### src/rtl/pad_input_conditioner_if.sv
// ---------------------------------------------------------------------------
// pad_input_conditioner_if
//
// Purpose: bundles the pad-side input and the conditioned core-side outputs
// of pad_input_conditioner into one interface.
//
// Signals:
//   I         raw pad level from the input buffer (asynchronous to CLK)
//   O         debounced, synchronised level
//   RISE      one-cycle pulse when O goes 0->1
//   FALL      one-cycle pulse when O goes 1->0
//   CHANGING  high while a candidate level change is being qualified
//
// Modports:
//   master  the environment: drives I, observes the conditioned outputs
//   slave   the conditioner itself: consumes I, drives the outputs
// ---------------------------------------------------------------------------
interface pad_input_conditioner_if;
    logic I;
    logic O;
    logic RISE;
    logic FALL;
    logic CHANGING;

    modport master (
        output I,
        input  O,
        input  RISE,
        input  FALL,
        input  CHANGING
    );

    modport slave (
        input  I,
        output O,
        output RISE,
        output FALL,
        output CHANGING
    );
endinterface

### src/rtl/pad_input_conditioner.sv
// ---------------------------------------------------------------------------
// pad_input_conditioner
//
// Purpose: takes the raw, possibly bouncing level from an input pad buffer,
// synchronises it into the CLK domain through a plain flop chain, and only
// lets the output O follow once the synchronised level has disagreed with O
// for DEBOUNCE_CYCLES consecutive cycles. Registered single-cycle RISE/FALL
// strobes accompany every change of O.
//
// Ports:
//   CLK          system clock, all state updates on the rising edge
//   RST          synchronous reset, active-high, highest priority
//   pad.I        raw pad level (asynchronous)
//   pad.O        debounced, synchronised level
//   pad.RISE     one-cycle pulse in the cycle O goes 0->1
//   pad.FALL     one-cycle pulse in the cycle O goes 1->0
//   pad.CHANGING high while a candidate change is being qualified
//
// Parameters:
//   SYNC_STAGES      synchroniser depth, 2..4
//   DEBOUNCE_CYCLES  qualification length in CLK cycles, 1..65535
//   RESET_LEVEL      level loaded into the synchroniser and O on reset
//
// Latency: a new held level first sampled on edge 0 reaches O (with its
// strobe) on edge SYNC_STAGES + DEBOUNCE_CYCLES - 1.
// ---------------------------------------------------------------------------
module pad_input_conditioner #(
    parameter int SYNC_STAGES     = 2,
    parameter int DEBOUNCE_CYCLES = 1000,
    parameter bit RESET_LEVEL     = 1'b0
) (
    input  logic                   CLK,
    input  logic                   RST,
    pad_input_conditioner_if.slave pad
);

    localparam int CNT_W = $clog2(DEBOUNCE_CYCLES + 1);
    // Count value on which the next disagreeing cycle completes qualification.
    localparam logic [CNT_W-1:0] CNT_LAST = CNT_W'(DEBOUNCE_CYCLES - 1);

    typedef enum logic {
        ST_STABLE  = 1'b0,
        ST_PENDING = 1'b1
    } state_t;

    logic [SYNC_STAGES-1:0] sync_q;
    logic                   s;

    state_t                 state_q, state_d;
    logic [CNT_W-1:0]       count_q, count_d;
    logic                   o_q, o_d;
    logic                   rise_q, rise_d;
    logic                   fall_q, fall_d;
    logic                   changing_q, changing_d;

    assign s = sync_q[SYNC_STAGES-1];

    // ---- synchroniser: plain shift chain, only sync_q[0] may go metastable
    always_ff @(posedge CLK) begin
        if (RST) begin
            sync_q <= {SYNC_STAGES{RESET_LEVEL}};
        end else begin
            sync_q <= {sync_q[SYNC_STAGES-2:0], pad.I};
        end
    end

    // ---- debounce state register
    always_ff @(posedge CLK) begin
        if (RST) begin
            state_q    <= ST_STABLE;
            count_q    <= '0;
            o_q        <= RESET_LEVEL;
            rise_q     <= 1'b0;
            fall_q     <= 1'b0;
            changing_q <= 1'b0;
        end else begin
            state_q    <= state_d;
            count_q    <= count_d;
            o_q        <= o_d;
            rise_q     <= rise_d;
            fall_q     <= fall_d;
            changing_q <= changing_d;
        end
    end

    // ---- next-state logic
    always_comb begin
        state_d = state_q;
        count_d = count_q;
        o_d     = o_q;
        case (state_q)
            ST_STABLE: begin
                if (s == o_q) begin
                    count_d = '0;
                end else if (DEBOUNCE_CYCLES == 1) begin
                    // Single-cycle qualification: no PENDING visit needed.
                    o_d = s;
                end else begin
                    state_d = ST_PENDING;
                    count_d = CNT_W'(1);
                end
            end
            ST_PENDING: begin
                if (s == o_q) begin
                    // Glitch back to the old level: restart from zero later.
                    state_d = ST_STABLE;
                    count_d = '0;
                end else if (count_q == CNT_LAST) begin
                    o_d     = s;
                    state_d = ST_STABLE;
                    count_d = '0;
                end else begin
                    count_d = count_q + CNT_W'(1);
                end
            end
            default: begin
                state_d = ST_STABLE;
                count_d = '0;
            end
        endcase
    end

    // ---- output logic: strobes and CHANGING are registered versions of
    // what the next state will be, so they line up with O
    always_comb begin
        rise_d     = o_d & ~o_q;
        fall_d     = ~o_d & o_q;
        changing_d = (state_d == ST_PENDING);
    end

    assign pad.O        = o_q;
    assign pad.RISE     = rise_q;
    assign pad.FALL     = fall_q;
    assign pad.CHANGING = changing_q;

endmodule

### src/flat_wrapper.sv
// flat-port wrapper written by rule: the top's interface ports become plain ports
module pad_input_conditioner_flat 
#(
    parameter int SYNC_STAGES     = 2,
    parameter int DEBOUNCE_CYCLES = 1000,
    parameter bit RESET_LEVEL     = 1'b0
)
  (CLK, RST, pad_I, pad_O, pad_RISE, pad_FALL, pad_CHANGING);
  pad_input_conditioner_if pad_i ();
  input  logic CLK;
  input  logic RST;
  input wire logic [$bits(pad_i.I)-1:0] pad_I;
  output wire logic [$bits(pad_i.O)-1:0] pad_O;
  output wire logic [$bits(pad_i.RISE)-1:0] pad_RISE;
  output wire logic [$bits(pad_i.FALL)-1:0] pad_FALL;
  output wire logic [$bits(pad_i.CHANGING)-1:0] pad_CHANGING;
  assign pad_i.I = pad_I;
  assign pad_O = pad_i.O;
  assign pad_RISE = pad_i.RISE;
  assign pad_FALL = pad_i.FALL;
  assign pad_CHANGING = pad_i.CHANGING;
  pad_input_conditioner #(.SYNC_STAGES(SYNC_STAGES), .DEBOUNCE_CYCLES(DEBOUNCE_CYCLES), .RESET_LEVEL(RESET_LEVEL)) u_core (.CLK(CLK), .RST(RST), .pad(pad_i));
endmodule
### config.mk
export PLATFORM = sky130hd
export DESIGN_NAME = pad_input_conditioner_flat
export DESIGN_NICKNAME = d
export VERILOG_FILES = /design/src/rtl/pad_input_conditioner_if.sv /design/src/rtl/pad_input_conditioner.sv /design/src/flat_wrapper.sv
export SDC_FILE = /design/constraint.sdc
export NUM_CORES = 1
export LEC_CHECK = 0
export CORE_MARGIN = 4
export CORE_UTILIZATION = 30
export CTS_CLUSTER_DIAMETER = 40
export DETAILED_ROUTE_END_ITERATION = 6
export REMOVE_ABC_BUFFERS = 1
export SYNTH_ARGS = -nofsm -noshare
export SYNTH_HDL_FRONTEND = slang
export SYNTH_SLANG_ARGS = --single-unit
export TNS_END_PERCENT = 1
### constraint.sdc
create_clock -name CLK -period 3.7 [get_ports CLK]
set_input_delay 0.925 -clock CLK [delete_from_list [all_inputs] [get_ports CLK]]
set_output_delay 0.925 -clock CLK [all_outputs]
set_load 0.005 [all_outputs]
Word-level counts from Yosys, hierarchy flattened
Cells that the tools add are included.
{ "word_totals": {"out_inout_bits": 4, "register_bits": 16, "inputBits": 3, "elab_cells": 25} }
{ "op_classes": {"bitwise_logic": 5, "eq_ne": 2, "add_sub_neg": 1, "muxes": 11} }
{ "op_table": {"columns": ["op", "n"], "rows": [
  ["$mux W10", 2],
  ["$pmux W10 S2", 1],
  ["$add A10 B1 Y10 const B", 1],
  ["$eq A10 B10 Y1 const B", 1],
  ["$mux W1", 7],
  ["$not A1 Y1", 3],
  ["$and A1 B1 Y1", 2],
  ["$pmux W1 S2", 1],
  ["$eq A1 B1 Y1", 1]
]} }

Longest topological paths before layout
Gate-level depths: netlist of the first run.
{ "depth": {"depth_word": 6, "mapped_depth": 5} }

Least setup slack after synthesis of the first run
Ideal clock, no wire load.
{ "synth_path": {"path_type": "input to register", "from": "input RST", "to": "register u_core.count_q[7]", "path_stages": 3, "t_arrival_ns": 1.483, "path_slack_ns": 2.143, "t_required_ns": 3.626, "path_cell_list": "nand2b_1 > or2_2 > a31oi_1"} }
{ "synth_lines": {"columns": ["element", "line_no", "text"], "rows": [
  ["from (decl)", "flat_wrapper.sv:11", "input logic RST;"],
  ["to (signal assigned)", "pad_input_conditioner.sv:78", "count_q <= count_d;"],
  ["to (decl)", "pad_input_conditioner.sv:50", "logic [CNT_W-1:0] count_q, count_d;"]
]} }

Worst setup path after layout of the first run
{ "layout_path": {"from": "register u_core.o_q, in the netlist u_core.pad.O", "to": "output pad_O"} }
{ "layout_lines": {"columns": ["element", "line_no", "text"], "rows": [
  ["from (decl)", "pad_input_conditioner.sv:51", "logic o_q, o_d;"],
  ["from (signal assigned)", "pad_input_conditioner.sv:72", "o_q <= RESET_LEVEL;"],
  ["from (signal assigned)", "pad_input_conditioner.sv:79", "o_q <= o_d;"],
  ["to (decl)", "flat_wrapper.sv:13", "output wire logic [$bits(pad_i.O)-1:0] pad_O;"]
]} }
No word-level cell between the ends.

==> impl_metrics.py, run 1 <==
metrics = {
    "power_and_ir_drop": {
        "ir_drop_v": 0.000225,
        "power_density_nw_per_um2": 342,
        "p_leak_nw": 0.270,
        "total_power_uw": 267,
    },
    "route": {
        "drt_wl_total_um": 1140,
        "post_drt_wl_per_cell_um": 10.6,
        "via_per_inst": 4.85,
        "ant_nets": 0,
        "drt_iter0_drc": 6,
        "vias": 519,
        "firstDrtPassIters": 4,
        "drc": 0,
    },
    "sta": {
        "drv_slew": 0,
        "rsz0062_at_grt": "no",
        "skew_ns": 0.00804,
        "fin_crit_ns": 2.14,
        "period_share_pct": 57.8,
        "final.setup.tns_ns": 0,
        "fin_hold_ws_ns": 0.433,
        "tightest_slew_ns": 0.327,
        "setup_viol": 0,
        "relSlewSlack_pct": 78.0,
        "fmax_mhz": 467,
        "final-hold-violation-count": 0,
    },
    "floorplanning": {
        "dieWidth_um": 55.1,
        "io_pins": 7,
        "die_area_um2": 3030,
        "start_util_pct": 32.5,
        "core-area_um2": 2040,
        "fp.dieH_um": 55.1,
        "rows": 16,
    },
    "placed_design": {
        "dpl.hpwl_um": 871,
        "io_buffers": 6,
        "gp_congestion": 0.850,
        "postPlaceCellArea_um2": 758,
        "dp.cells": 104,
    },
    "clock_network": {
        "cts_buffers": 3,
        "cts_num_sinks": 16,
        "tritoncts": "yes",
        "cts.reportedPaths.clkPinSlew_ns": 0.09,
        "clockBufferDepth": 2,
        "cts_hold_repair.buffers": 0,
        "clk_latency_ns": 0.28,
        "post_cts_buffers": 0,
        "ctsRootBufferMaster": "clkbuf_4",
        "cts_resized": 0,
        "htree_levels": 1,
    },
    "final_layout": {
        "nFillCells": 220,
        "multiInputGateArea_um2": 340,
        "drive_gt1_share_pct": 8.75,
        "antenna_cells": 0,
        "fin_area_um2": 781,
        "final_common_cell": "dfxtp_1",
        "final_cell_mix": "dfxtp_1 (16), nor2_1 (11), nand3_1 (8), clkdlybuf4s50_1 (6)",
        "seqCellArea_um2": 320,
        "nets": 86,
        "layout.cells.non_filler": 107,
        "syn_to_final_growth_pct": 17.5,
    },
    "worst_setup_path": {
        "cp-startpoint": "u_core.pad.O$_SDFF_PP0_",
        "r2r_cells": 5,
        "rr_startpoint": "u_core.count_q[0]$_SDFF_PP0_",
        "arrival_ns": 1.21,
        "path_cells": "clkdlybuf4s50_1",
        "crit_family": "buffers and inverters",
        "path_class": "reg2out",
        "start_kind": "flip-flop",
        "r2r_slack_ns": 2.26,
        "critPathRequiredTime_ns": 2.77,
        "critical_path_buf_inv_count": 1,
        "slowest_stage": "clkdlybuf4s50_1",
        "cp-end-kind": "output pin",
        "worstReg2RegEnd": "u_core.pad.O$_SDFF_PP0_",
        "max_stage_delay_ns": 0.53,
        "crit_fanout": 5,
    },
    "yosys": {
        "synthTopCellsByArea": "dfxtp_1 (48%), nor2_1 (6.2%), nand3_1 (6.0%)",
        "syn-mean-instance-area_um2": 9.36,
        "syn_area_um2": 664,
        "async_flop_share_pct": 0,
        "synth_top_area_share_pct": 48.2,
        "ys_seq_area_share_pct": 48.2,
        "synthCells": 71,
        "yosysWarningCount": 0,
        "ys.flop_type": "dfxtp_1",
        "synth-edff-count": 0,
        "ys_seq_elements": 16,
        "synth_cell_types": 25,
        "yosysTopAreaCell": "dfxtp_1",
    },
    "hold_path": {
        "hold_path_class": "reg2reg",
        "hp-start": "u_core.sync_q[0]$_SDFF_PP0_",
        "min_to": "u_core.sync_q[1]$_SDFF_PP0_",
        "min_path_cells": 1,
    },
    "global_route": {
        "grt_overflow_total": 0,
        "grt_max_degree": 9,
        "antenna_found_initial": 0,
        "grt_pass1_vias": 454,
        "gr-usage-all-layers_pct": 9.61,
        "grt_pass1_wl_um": 1990,
    },
    "run_status": {
        "status": "finished, final reports clean",
    },
    "flow_run": {
        "maxCapViolCount": 0,
    },
}
==> metal layers <==
layer	global-route usage [%]	wire [um]	up-vias
met3	4.83	70	2
met4	4.86	8	0
met1	13.2	567	237
met2	12.0	488	11
li1	-	-	269
met5	0	0	-
==> synth_stat cells, types with 2 or more instances <==
cell	count
dfxtp_1	16
nor2_1	11
nand3_1	8
and3_1	3
nand2_1	3
nand2b_1	3
or2_2	3
xnor2_1	3
xor2_1	3
and2_1	2
nor2b_1	2
==> worst max-delay path by stage <==
stage / slack (ns) / cells past startpoint / endpoint
final: 1.56 / 1 / pad_O
after global routing: 1.49 / 1 / pad_O
after CTS: 1.53 / 1 / pad_O
after detailed placement: 1.46 / 5 / u_core.count_q[5]$_SDFF_PP0_
after global placement: 1.48 / 5 / u_core.count_q[3]$_SDFF_PP0_
after floorplan: 2.14 / 3 / u_core.count_q[7]$_SDFF_PP0_
==> cell type report <==
cell class / count / share of cell area [%]
Timing Repair Buffer: 6 / 7.69
Multi-Input combinational cell: 54 / 43.6
Inverter: 1 / 0.481
Clock buffer: 3 / 2.88
Tap cell: 27 / 4.33
Sequential cell: 16 / 41.0
==> registers in the layout, summed over array words and instances, names as in the netlist <==
register	flops
u_core.count_q	10
u_core.pad.O	1
u_core.pad.CHANGING	1
u_core.sync_q	2
u_core.pad.RISE	1
u_core.pad.FALL	1
==> where the power goes <==
part	total (mW)	switching [mW]	internal, mW
combinational	0.00608	0.00229	0.00378
sequential	0.175	0.00117	0.174
clock	0.0858	0.0481	0.0377
total	0.267	0.0516	0.215
==> through the flow <==
stage / worst slack, ns / utilization [%]
final: 1.56 / 38.2
after CTS: 1.53 / 38.2
after global placement: 1.48 / 37.1
after detailed placement: 1.46 / 37.1
after global routing: 1.49 / 38.2
after floorplan: 2.14 / -
==> cell families after synthesis <==
kind of cell    share of synthesized area, %
compound gates                          6.40
xor+xnor                                7.91
fa+ha+maj                               1.88
buf+inv                                0.564
flops                                   48.2
mux                                     1.51
simple gates                            33.5
Power figures use the tool's default switching activity.
==> run 2: changes to the inputs <==
Clock period 3.7 ns to 2.21 ns, I/O delays scaled along.
==> run 2 against run 1 <==
Effect of this change:
- cell area grew 1.8%
- hold slack gained 0.0050 ns
- sequential cell count is the same
- combinational power grew 68%
- total power grew 86%
- sequential share of layout area shrank 0.71 points
- first-iteration DRC count grew 83%
- die area is the same
- clock skew shrank 0.0021 ns
- utilization grew 0.67 points
- clock-buffer cell count grew 1
- via count is the same
- highest routed layer unchanged
==> impl_metrics.py, run 2 (synthesis gave the netlist of run 1 again) <==
metrics = {
    "run_status": {
        "status": "finished, final reports clean",
    },
    "final_layout": {
        "largest_register": "u_core.count_q",
        "nets": 86,
        "antenna_cells": 0,
        "utilization_pct": 38.9,
        "drive_gt1_share_pct": 9.88,
        "final_common_cell": "dfxtp_1",
        "largest_reg_flops": 10,
        "final_cell_mix": "dfxtp_1 (16), nor2_1 (11), nand3_1 (8), clkdlybuf4s50_1 (6)",
        "layout.cells.non_filler": 108,
        "top_regs": "u_core.count_q x10, u_core.sync_q x2",
        "syn_to_final_growth_pct": 19.6,
    },
    "worst_setup_path": {
        "path_cells": "clkdlybuf4s50_1",
        "crit_fanout": 5,
        "r2r_cells": 5,
        "crit_family": "buffers and inverters",
        "cp.depth": 1,
        "path_class": "reg2out",
        "critPathRequiredTime_ns": 1.66,
        "slowest_stage": "clkdlybuf4s50_1",
        "critical_path_buf_inv_count": 1,
        "start_kind": "flip-flop",
        "cp-end-kind": "output pin",
        "arrival_ns": 1.25,
        "max_stage_delay_ns": 0.54,
    },
    "sta": {
        "tightest_slew_ns": 0.338,
        "drv_slew": 0,
        "final.setup.tns_ns": 0,
        "final-hold-violation-count": 0,
        "skew_ns": 0.00589,
        "fmax_mhz": 556,
        "fin_crit_ns": 1.80,
        "relSlewSlack_pct": 77.3,
        "period_share_pct": 81.4,
        "rsz0062_at_grt": "no",
        "setup_viol": 0,
        "fin_hold_ws_ns": 0.438,
    },
    "floorplanning": {
        "core-area_um2": 2040,
        "start_util_pct": 32.5,
        "dieWidth_um": 55.1,
        "die_area_um2": 3030,
        "io_pins": 7,
        "rows": 16,
        "fp.dieH_um": 55.1,
    },
    "placed_design": {
        "dp.cells": 104,
        "dpl.hpwl_um": 861,
        "io_buffers": 6,
        "gp_congestion": 0.852,
    },
    "route": {
        "routed.top_layer": "met4",
        "drt_wl_total_um": 1170,
        "m1WireLength_um": 590,
        "drc": 0,
        "dr_wl_met2_um": 503,
        "drt_iter0_drc": 11,
        "via_per_inst": 4.81,
        "firstDrtPassIters": 4,
        "post_drt_wl_per_cell_um": 10.8,
        "wl_met3_um": 65,
        "vias": 519,
        "ant_nets": 0,
    },
    "clock_network": {
        "clockBufferDepth": 2,
        "cts_resized": 0,
        "tritoncts": "yes",
        "clk_latency_ns": 0.29,
        "cts.reportedPaths.clkPinSlew_ns": 0.09,
        "cts_hold_repair.buffers": 0,
        "ctsRootBufferMaster": "clkbuf_4",
        "cts_num_sinks": 16,
        "post_cts_buffers": 0,
        "htree_levels": 1,
        "cts_buffers": 3,
    },
    "power_and_ir_drop": {
        "power_density_nw_per_um2": 623,
        "p_leak_nw": 0.278,
        "ir_drop_v": 0.000293,
        "total_power_uw": 495,
    },
    "global_route": {
        "grt_overflow_total": 0,
        "grt_max_degree": 10,
        "grt_pass1_wl_um": 1990,
        "antenna_found_initial": 0,
        "gr-usage-all-layers_pct": 9.63,
        "grt_pass1_vias": 469,
    },
    "hold_path": {
        "hold_path_class": "reg2reg",
        "min_path_cells": 1,
    },
    "flow_run": {
        "maxCapViolCount": 0,
    },
}
==> run 2: changes by cell type in the layout (fill, tap and decap cells not counted), sizes merged <==
| cell | previous run | this run |
|---|---|---|
| clkbuf | 3 | 4 |
==> run 2: layer usage <==
layer | vias to the layer above | track usage (%)
met3 | 2 | 4.83
li1 | 271 | -
met1 | 237 | 12.3
met5 | - | 0
met2 | 9 | 12.8
met4 | 0 | 5.67
==> run 2: power by group <==
part	leakage (nW)	internal (mW)	total (mW)	switching, mW
Combinational	0.127	0.00634	0.0102	0.00389
Clock	0.0210	0.100	0.192	0.0920
Sequential	0.129	0.291	0.293	0.00199
==> run 2: cell type report <==
type                    count  area [um2]
multi-input cells          54         340
repair buffers              6        60.1
fillers                   222        1250
well taps                  27        33.8
flip-flops and latches     16         320
clock buffers               4        36.3
inverters                   1        3.75
==> run 2: through the flow <==
stage / worst slack, ns / cell area [um2]
after CTS: 0.410 / 795
after detailed placement: 0.348 / 758
after global routing: 0.357 / 795
final: 0.411 / 795
after floorplan: 0.919 / 664
after global placement: 0.365 / 758
==> run 2: final timing paths <==
check	from	endpoint	slack, ns
setup / recovery	u_core.pad.O$_SDFF_PP0_	pad_O	0.41
hold / removal	u_core.sync_q[0]$_SDFF_PP0_	u_core.sync_q[1]$_SDFF_PP0_	0.44
setup reg to reg	u_core.count_q[0]$_SDFF_PP0_	u_core.pad.O$_SDFF_PP0_	0.77
hold reg to reg	u_core.sync_q[0]$_SDFF_PP0_	u_core.sync_q[1]$_SDFF_PP0_	0.44
